`src/rtl/spi_pkg.sv`:
```
// Shared definitions for the SPI register-write link: frame geometry,
// peripheral register map, controller state encoding and frame packing.
package spi_pkg;

  // Frame geometry and command bit meaning
  localparam int         SPI_FRAME_BITS = 16;
  localparam logic       SPI_RW_WRITE   = 1'b1;

  // Register map of the SPI PWM peripheral
  localparam logic [6:0] REG_EN_OUT_7_0  = 7'h00;
  localparam logic [6:0] REG_EN_OUT_15_8 = 7'h01;
  localparam logic [6:0] REG_EN_PWM_7_0  = 7'h02;
  localparam logic [6:0] REG_EN_PWM_15_8 = 7'h03;
  localparam logic [6:0] REG_PWM_DUTY    = 7'h04;

  // Controller state encoding
  typedef enum logic [1:0] {
    ST_IDLE  = 2'd0,
    ST_SHIFT = 2'd1,
    ST_HOLD  = 2'd2,
    ST_GAP   = 2'd3
  } spi_state_e;

  // Pack a request into the on-wire frame, command bit first
  function automatic logic [SPI_FRAME_BITS-1:0] spi_build_frame(
    input logic       rw,
    input logic [6:0] addr,
    input logic [7:0] data
  );
    return {rw, addr, data};
  endfunction

endpackage

```
`src/rtl/spi_half_period_timer.sv`:
```
// Half-period timer: while enabled, emits a one-cycle tick on the last clk
// cycle of every CLK_DIV-cycle window; disabling it clears the count so the
// next enable starts a fresh window.
module spi_half_period_timer #(
  parameter int CLK_DIV = 4
) (
  input  logic clk,
  input  logic rst_n,
  input  logic en,
  output logic tick
);

  localparam int            CW   = $clog2(CLK_DIV) + 1;
  localparam logic [CW-1:0] LAST = CW'(CLK_DIV - 1);

  logic [CW-1:0] cnt_q;
  logic [CW-1:0] cnt_d;

  // Next count and tick: wrap on the last cycle of a window, clear when idle
  always_comb begin
    cnt_d = '0;
    tick  = 1'b0;
    if (en) begin
      if (cnt_q == LAST) begin
        tick  = 1'b1;
        cnt_d = '0;
      end else begin
        cnt_d = cnt_q + 1'b1;
      end
    end else begin
      cnt_d = '0;
    end
  end

  // Count register
  always_ff @(posedge clk or negedge rst_n) begin
    if (!rst_n) begin
      cnt_q <= '0;
    end else begin
      cnt_q <= cnt_d;
    end
  end

endmodule

```
`src/rtl/spi_controller_tx.sv`:
```
// SPI mode-0 transmit controller: accepts {rw, addr, wdata} on start&&ready,
// shifts the 16-bit frame out MSB first, holds nCS for one half-period after
// the last falling edge, keeps nCS high for one more half-period, then pulses
// done and returns to idle. All pin-facing outputs come straight from flops.
module spi_controller_tx
  import spi_pkg::*;
#(
  parameter int CLK_DIV    = 4,
  parameter int FRAME_BITS = SPI_FRAME_BITS
) (
  input  logic       clk,
  input  logic       rst_n,
  input  logic       start,
  input  logic       rw,
  input  logic [6:0] addr,
  input  logic [7:0] wdata,
  output logic       ready,
  output logic       busy,
  output logic       done,
  output logic       sclk,
  output logic       ncs,
  output logic       copi
);

  localparam logic [3:0] LAST_BIT = 4'(FRAME_BITS - 1);

  spi_state_e            state_q,   state_d;
  logic [FRAME_BITS-1:0] shreg_q,   shreg_d;
  logic [3:0]            bit_cnt_q, bit_cnt_d;
  logic                  phase_q,   phase_d;
  logic                  ready_q,   ready_d;
  logic                  busy_q,    busy_d;
  logic                  done_q,    done_d;
  logic                  sclk_q,    sclk_d;
  logic                  ncs_q,     ncs_d;
  logic                  copi_q,    copi_d;

  logic [FRAME_BITS-1:0] frame_s;
  logic                  timer_en_s;
  logic                  tick_s;

  assign frame_s    = spi_build_frame(rw, addr, wdata);
  assign timer_en_s = (state_q != ST_IDLE);

  spi_half_period_timer #(
    .CLK_DIV(CLK_DIV)
  ) u_timer (
    .clk  (clk),
    .rst_n(rst_n),
    .en   (timer_en_s),
    .tick (tick_s)
  );

  // Next-state and next-output logic; every half-period boundary is a tick
  always_comb begin
    state_d   = state_q;
    shreg_d   = shreg_q;
    bit_cnt_d = bit_cnt_q;
    phase_d   = phase_q;
    ready_d   = ready_q;
    busy_d    = busy_q;
    done_d    = 1'b0;
    sclk_d    = sclk_q;
    ncs_d     = ncs_q;
    copi_d    = copi_q;

    case (state_q)
      ST_IDLE: begin
        ready_d   = 1'b1;
        busy_d    = 1'b0;
        sclk_d    = 1'b0;
        ncs_d     = 1'b1;
        copi_d    = 1'b0;
        bit_cnt_d = 4'd0;
        phase_d   = 1'b0;
        if (start && ready_q) begin
          // MSB goes out with the nCS assertion; shreg keeps the rest, left-aligned
          copi_d  = frame_s[FRAME_BITS-1];
          shreg_d = {frame_s[FRAME_BITS-2:0], 1'b0};
          ncs_d   = 1'b0;
          ready_d = 1'b0;
          busy_d  = 1'b1;
          state_d = ST_SHIFT;
        end else begin
          state_d = ST_IDLE;
        end
      end

      ST_SHIFT: begin
        if (tick_s) begin
          if (!phase_q) begin
            // End of low half: rising edge, receiver samples copi here
            sclk_d  = 1'b1;
            phase_d = 1'b1;
          end else begin
            // End of high half: falling edge, advance or finish the frame
            sclk_d  = 1'b0;
            phase_d = 1'b0;
            if (bit_cnt_q == LAST_BIT) begin
              copi_d  = 1'b0;
              shreg_d = '0;
              state_d = ST_HOLD;
            end else begin
              copi_d    = shreg_q[FRAME_BITS-1];
              shreg_d   = {shreg_q[FRAME_BITS-2:0], 1'b0};
              bit_cnt_d = bit_cnt_q + 4'd1;
            end
          end
        end else begin
          state_d = ST_SHIFT;
        end
      end

      ST_HOLD: begin
        if (tick_s) begin
          ncs_d   = 1'b1;
          state_d = ST_GAP;
        end else begin
          state_d = ST_HOLD;
        end
      end

      ST_GAP: begin
        if (tick_s) begin
          done_d    = 1'b1;
          ready_d   = 1'b1;
          busy_d    = 1'b0;
          bit_cnt_d = 4'd0;
          state_d   = ST_IDLE;
        end else begin
          state_d = ST_GAP;
        end
      end

      default: begin
        state_d   = ST_IDLE;
        shreg_d   = '0;
        bit_cnt_d = 4'd0;
        phase_d   = 1'b0;
        ready_d   = 1'b1;
        busy_d    = 1'b0;
        sclk_d    = 1'b0;
        ncs_d     = 1'b1;
        copi_d    = 1'b0;
      end
    endcase
  end

  // State, datapath and output registers; reset releases the bus at once
  always_ff @(posedge clk or negedge rst_n) begin
    if (!rst_n) begin
      state_q   <= ST_IDLE;
      shreg_q   <= '0;
      bit_cnt_q <= 4'd0;
      phase_q   <= 1'b0;
      ready_q   <= 1'b1;
      busy_q    <= 1'b0;
      done_q    <= 1'b0;
      sclk_q    <= 1'b0;
      ncs_q     <= 1'b1;
      copi_q    <= 1'b0;
    end else begin
      state_q   <= state_d;
      shreg_q   <= shreg_d;
      bit_cnt_q <= bit_cnt_d;
      phase_q   <= phase_d;
      ready_q   <= ready_d;
      busy_q    <= busy_d;
      done_q    <= done_d;
      sclk_q    <= sclk_d;
      ncs_q     <= ncs_d;
      copi_q    <= copi_d;
    end
  end

  assign ready = ready_q;
  assign busy  = busy_q;
  assign done  = done_q;
  assign sclk  = sclk_q;
  assign ncs   = ncs_q;
  assign copi  = copi_q;

endmodule
```
`config.mk`:
```
export PLATFORM = sky130hd
export DESIGN_NAME = spi_controller_tx
export DESIGN_NICKNAME = d
export VERILOG_FILES = /design/src/rtl/spi_pkg.sv /design/src/rtl/spi_half_period_timer.sv /design/src/rtl/spi_controller_tx.sv
export SDC_FILE = /design/constraint.sdc
export NUM_CORES = 1
export LEC_CHECK = 0
export CAP_MARGIN = 30
export CORE_MARGIN = 1.5
export CORE_UTILIZATION = 55
export CTS_BUF_LIST = sky130_fd_sc_hd__clkbuf_8
export CTS_CLUSTER_DIAMETER = 80
export CTS_CLUSTER_SIZE = 28
export DETAILED_ROUTE_END_ITERATION = 8
export GPL_ROUTABILITY_DRIVEN = 1
export PLACE_DENSITY = 0.81
export SYNTH_ARGS = -nofsm -noshare
export SYNTH_HDL_FRONTEND = slang
export SYNTH_SLANG_ARGS = --single-unit
```
`constraint.sdc`:
```
create_clock -name clk -period 1.9 [get_ports clk]
set_input_delay 0.19 -clock clk [delete_from_list [all_inputs] [get_ports clk]]
set_output_delay 0.19 -clock clk [all_outputs]
set_load 0.02 [all_outputs]
```
Word-level counts from Yosys, hierarchy flattened
Index checks and enable logic that the tools add are counted.
Storage, ports and cells
  register bits: 31
  word-level logic and storage cells: 77
Operators by class
  add/subtract/negate cells: 2
  eq/ne operators: 13
  reductions and logical operators: 14
  multiplexer cells: 38
Operators with widths (number)
  two-way mux 16 bit: 4
  one-hot mux 16 bit (2 select lines): 1
  two-way mux 1 bit: 16
  two-way mux 4 bit: 4
  != test 2 bit, second input constant: 6
  one-hot mux 4 bit (3 select lines): 1
  one-hot mux 1 bit (2 select lines): 5
  two-way mux 2 bit: 4
  one-hot mux 2 bit (4 select lines): 1
  AND reduction 2 bit: 4
  nonzero test 2 bit: 4
  two-way mux 3 bit: 2
  != test 3 bit, second input constant: 2
  AND reduction 5 bit: 1
  adder 4 x 1 -> 4 bit, second input constant: 1
  equality test 2 bit, second input constant: 2
  equality test 4 bit, second input constant: 1
  AND reduction 4 bit: 1
  adder 3 x 1 -> 3 bit, second input constant: 1
  equality test 3 x 2 -> 1 bit, second input constant: 1
  AND reduction 3 bit: 1
  nonzero test 3 bit: 1
  equality test 2 x 1 -> 1 bit, second input constant: 1
  zero test 2 bit: 1
  logical AND 1 bit: 1

Longest topological paths before layout
Gate-level depths: netlist (run 1).
  depth after elaboration: 5
  depth in mapped cells: 6

Cells and area by module
Synthesis (run 1) repeated with hierarchy kept, for this count alone.
Unflattened totals
  cells, all modules: 149
  area total of the unflattened synthesis: 1680.4 µm²
Modules (own cells, without submodules)
  spi_controller_tx: area each 1545.2 µm², cells each 138, instances 1
  spi_half_period_timer: area each 135.1 µm², cells each 11, instances 1

Worst setup path before layout (run 1)
OpenSTA, ideal clock, no wires.
  kind: register -> register
  start: register u_timer.cnt_q[0]
  end: register bit_cnt_q[3]
  path slack: 463 ps
  stages on the path, launching flop included: 6
  period minus slack after synthesis: 1437 ps
  buffers on the path: 1
  data arrival time: 1368 ps
  library setup time: 69 ps
  path through: dfrtp_1 > ha_1 > nand2b_1 > clkbuf_1 > or4_1 > nand3_1
Between the ends
  cells in the longest elaborated chain, start to end: 5
  elaborated cells between the ends (all ways): 6
Ends and longest elaborated chain
  start: declaration: RTL line spi_half_period_timer.sv:16  | logic [CW-1:0] cnt_q;
  start signal: assignment: RTL line spi_half_period_timer.sv:40  | cnt_q <= cnt_d;
  equality test 3 x 2 -> 1 bit (*): RTL line spi_half_period_timer.sv:24  | if (cnt_q == LAST) begin
  two-way mux 1 bit (*): RTL line spi_half_period_timer.sv:24
  two-way mux 1 bit (*): RTL line spi_half_period_timer.sv:23  | if (en) begin
  != test 2 bit (no line)
  AND reduction 5 bit (no line) (*)
  end signal: assignment: RTL line spi_controller_tx.sv:165  | bit_cnt_q <= bit_cnt_d;
  end: declaration: RTL line spi_controller_tx.sv:29  | logic [3:0] bit_cnt_q, bit_cnt_d;
Mark *: on every way between the ends. The rest lies on a longest branch, timed or not.
A chain may end at the register's enable or synchronous reset.

Worst setup path after layout (run 1)
  start: register sclk_q (netlist: sclk)
  end: output sclk
RTL lines
  start: declaration: RTL line spi_controller_tx.sv:34  | logic sclk_q, sclk_d;
  start signal: assignment: RTL line spi_controller_tx.sv:170  | sclk_q <= sclk_d;
  end: declaration: RTL line spi_controller_tx.sv:20  | output logic sclk,
No word-level cell between the ends.

==> run_results.csv, run 1 <==
group,metric,value,unit
run_status,outcome,"completed",
placement,gp_congestion,0.804,
setup_path,critPathKind,"reg -> out",
layout,syn2layout_area_growth,21.8,%
layout,fill_cells,217,
sta,final.setup.worst_slack,177,ps
layout,finish.utilization,0.711,
setup_path,path_cells,"clkdlybuf4s50_1",
sta,fmax,0.581,GHz
logic_synthesis,yosysTopAreaCell,"dfrtp_1",
power_and_ir_drop,p_per_area,624,nW/um^2
setup_path,cp.required,1710,ps
routing,routed_via_density,6.59,
cts,cts_buffers,5,
placement,dp_hpwl,2370,um
power_and_ir_drop,p_int,0.964,mW
placement,dpl_cell_area,1880,sq um
layout,finish.instance_area,1980,sq um
setup_path,rr_worst_depth,4,
cts,cts_sinks,30,
routing,wl_per_cell,17.2,um
logic_synthesis,yosys.cell_types.count,35,
logic_synthesis,synth-warning-count,0,
run,drv_cap,0,
setup_path,cp_top_family,"buffers and inverters",
logic_synthesis,synth_area,1620,sq um
layout,register_area,753,sq um
global_route,gr-total-overflow,0,
setup_path,crit_path_top_delay_cell,"clkdlybuf4s50_1",
power_and_ir_drop,share_seq_of_total_power,0.518,
placement,numPortBuffers,24,
cts,root_buffer,"clkbuf_8",
placement,post-place-cells,199,
global_route,grt_usage,0.247,
sta,setup_tns,0,ps
routing,drc_errors,0,
sta,worst_slew_pin_slew,585,ps
layout,most-common-layout-cells,"28 x dfrtp_1, 24 x clkdlybuf4s50_1, 20 x o211ai_1",
setup_path,worstPathArrival,1530,ps
sta,hold_ws,283,ps
routing,detail-route-antenna-nets,0,
layout,drive_gt1_frac,0.119,
min_path,hp-class,"in -> async",
layout,stdcell_count,207,
power_and_ir_drop,switching_share,0.219,
routing,drt_iter0_markers,58,
power_and_ir_drop,power_switching,0.270,mW
sta,slew_headroom,0.610,
setup_path,cpPeakStageDelay,680,ps
setup_path,worstSetupStartpointType,"register",
logic_synthesis,synth_edf_count,0,
logic_synthesis,synth_nets,171,
setup_path,endpoint_kind,"primary output",
sta,period_needed,1720,ps
layout,multi_input_area,782,sq um
global_route,grt_max_degree,32,
cts,cts_tree,"done",
sta,min_period_over_period,0.907,
floorplan,num_rows,19,
logic_synthesis,syn_inst,150,
power_and_ir_drop,totalPowerFinal,1.23,mW
sta,rsz0062_at_grt,"false",
layout,n_antenna_cell,0,
logic_synthesis,synthArstFlopShare,1.00,
logic_synthesis,ys_ff_latch,30,
power_and_ir_drop,power_frac_comb,0.042,
global_route,grt_pass1_wl,6240,um
floorplan,die_area,3290,sq um
global_route,antenna_found_initial,0,
power_and_ir_drop,ir_drop,0.626,mV
routing,wl,3560,um
logic_synthesis,ys.flop_type,"dfrtp_1",
logic_synthesis,yosysSeqAreaShare,0.464,
setup_path,critPathMaxFanout,12,
sta,finalSetupViolations,0,
cts,clock_latency,290,ps
logic_synthesis,synthTopCellsByArea,"dfrtp_1 43%, mux2i_1 9.3%, o211ai_1 9.3%",
placement,place_ws,23.3,ps
setup_path,crit_cells,1,
sta,fin_skew,9.26,ps
floorplan,start_util,0.583,
layout,final_net_count,196,
floorplan,pin_count,25,
power_and_ir_drop,pwr-share-clk,0.440,
cts,clk_path_buf_depth,2,
cts,path_clk_slew,70,ps
floorplan,fp.coreArea,2780,sq um
global_route,grt_pass1_vias,1338,
sta,finalHoldViolCount,0,
setup_path,crit_buf_inv,1,
logic_synthesis,synth_top_area_frac,0.432,
power_and_ir_drop,p_leak,0.789,nW
routing,dr_total_vias,1365,
logic_synthesis,avgSynthCellArea,10.8,sq um
floorplan,die_h,57.3,um
floorplan,die_w,57.3,um
routing,first_pass_iters,4,
sta,slew_viol_final,0,
cts,post_cts_buffers,0,
cts,htree_levels,2,
layout,layout_commonest_cell,"dfrtp_1",
area by class of cell:
cell class	count	area share
repair buffers	31	0.148
clock buffers	6	0.0418
clock inverters	2	0.00633
well taps	31	0.0196
inverters	4	0.00759
multi-input cells	103	0.396
flip-flops and latches	30	0.381
logic make-up after synthesis:
| group | Yosys count | share of synthesized area |
|---|---|---|
| compound gates | 52 | 0.231 |
| fa+ha+maj | 2 | 0.0154 |
| buf+inv | 17 | 0.0555 |
| flops | 30 | 0.464 |
| mux | 16 | 0.0995 |
| simple gates | 33 | 0.135 |
registers in the layout, summed over array words and instances, names as in the netlist:
signal and count:
done 1, bit_cnt_q 4, u_timer.cnt_q 3, sclk 1, copi 1, shreg_q 15, state_q 2, busy 1
ncs 1, ready 1
synthesized netlist by cell type (2+ instances only):
cell,n
a31oi_1,3
nand4b_1,2
nor2b_1,3
nand4_1,3
dfstp_2,2
o31ai_1,16
ha_1,2
nor2_1,3
buf_6,3
buf_2,3
o21ai_0,2
mux2i_1,15
clkbuf_1,7
inv_1,4
and3b_1,4
o211ai_1,20
nand2b_1,2
nand3_1,4
dfrtp_1,28
nor3_1,2
nand2_1,3
a21oi_1,6
worst paths after layout:
| check | from | endpoint | slack, ps |
|---|---|---|---|
| max in group asynchronous | rst_n | ncs | 1300 |
| worst min register to register | u_timer.cnt_q[0] | u_timer.cnt_q[0] | 450 |
| worst max register to register | bit_cnt_q[0] | shreg_q[9] | 250 |
| worst min-delay path | rst_n | bit_cnt_q[3] | 280 |
| worst max-delay path | sclk | sclk | 180 |
| min in group clk | u_timer.cnt_q[0] | u_timer.cnt_q[0] | 450 |
power groups by stage:
stage	Sequential [mW]	Combinational (mW)	Clock, mW
after floorplan	0.651	0.00109	0
after global placement	0.651	0.0519	0
after detailed placement	0.651	0.0526	0
after CTS	0.639	0.0532	0.552
after global routing	0.638	0.0568	0.586
final	0.639	0.0519	0.543
per-layer routing:
| metal | track usage | vias to the layer above | share of wire |
|---|---|---|---|
| li1 | - | 629 | - |
| met1 | 0.337 | 669 | 0.46 |
| met2 | 0.371 | 60 | 0.46 |
| met3 | 0.0658 | 7 | 0.068 |
| met4 | 0.116 | 0 | 0.016 |
| met5 | 0 | - | 0 |
what timing repair did:
item	4_1_cts	5_1_grt
resized for setup	1	0
endpoints found under the hold margin	0	0
endpoints found under the setup margin	1	0
hold buffers	0	0
No activity file was read; power rests on OpenSTA's default activity.
==> inputs of run 2 (changes only) <==
TNS_END_PERCENT = 1   (was not set)
==> results of run 2 <==
Same layout as run 1: the final DEF is identical, and so are final timing and power.
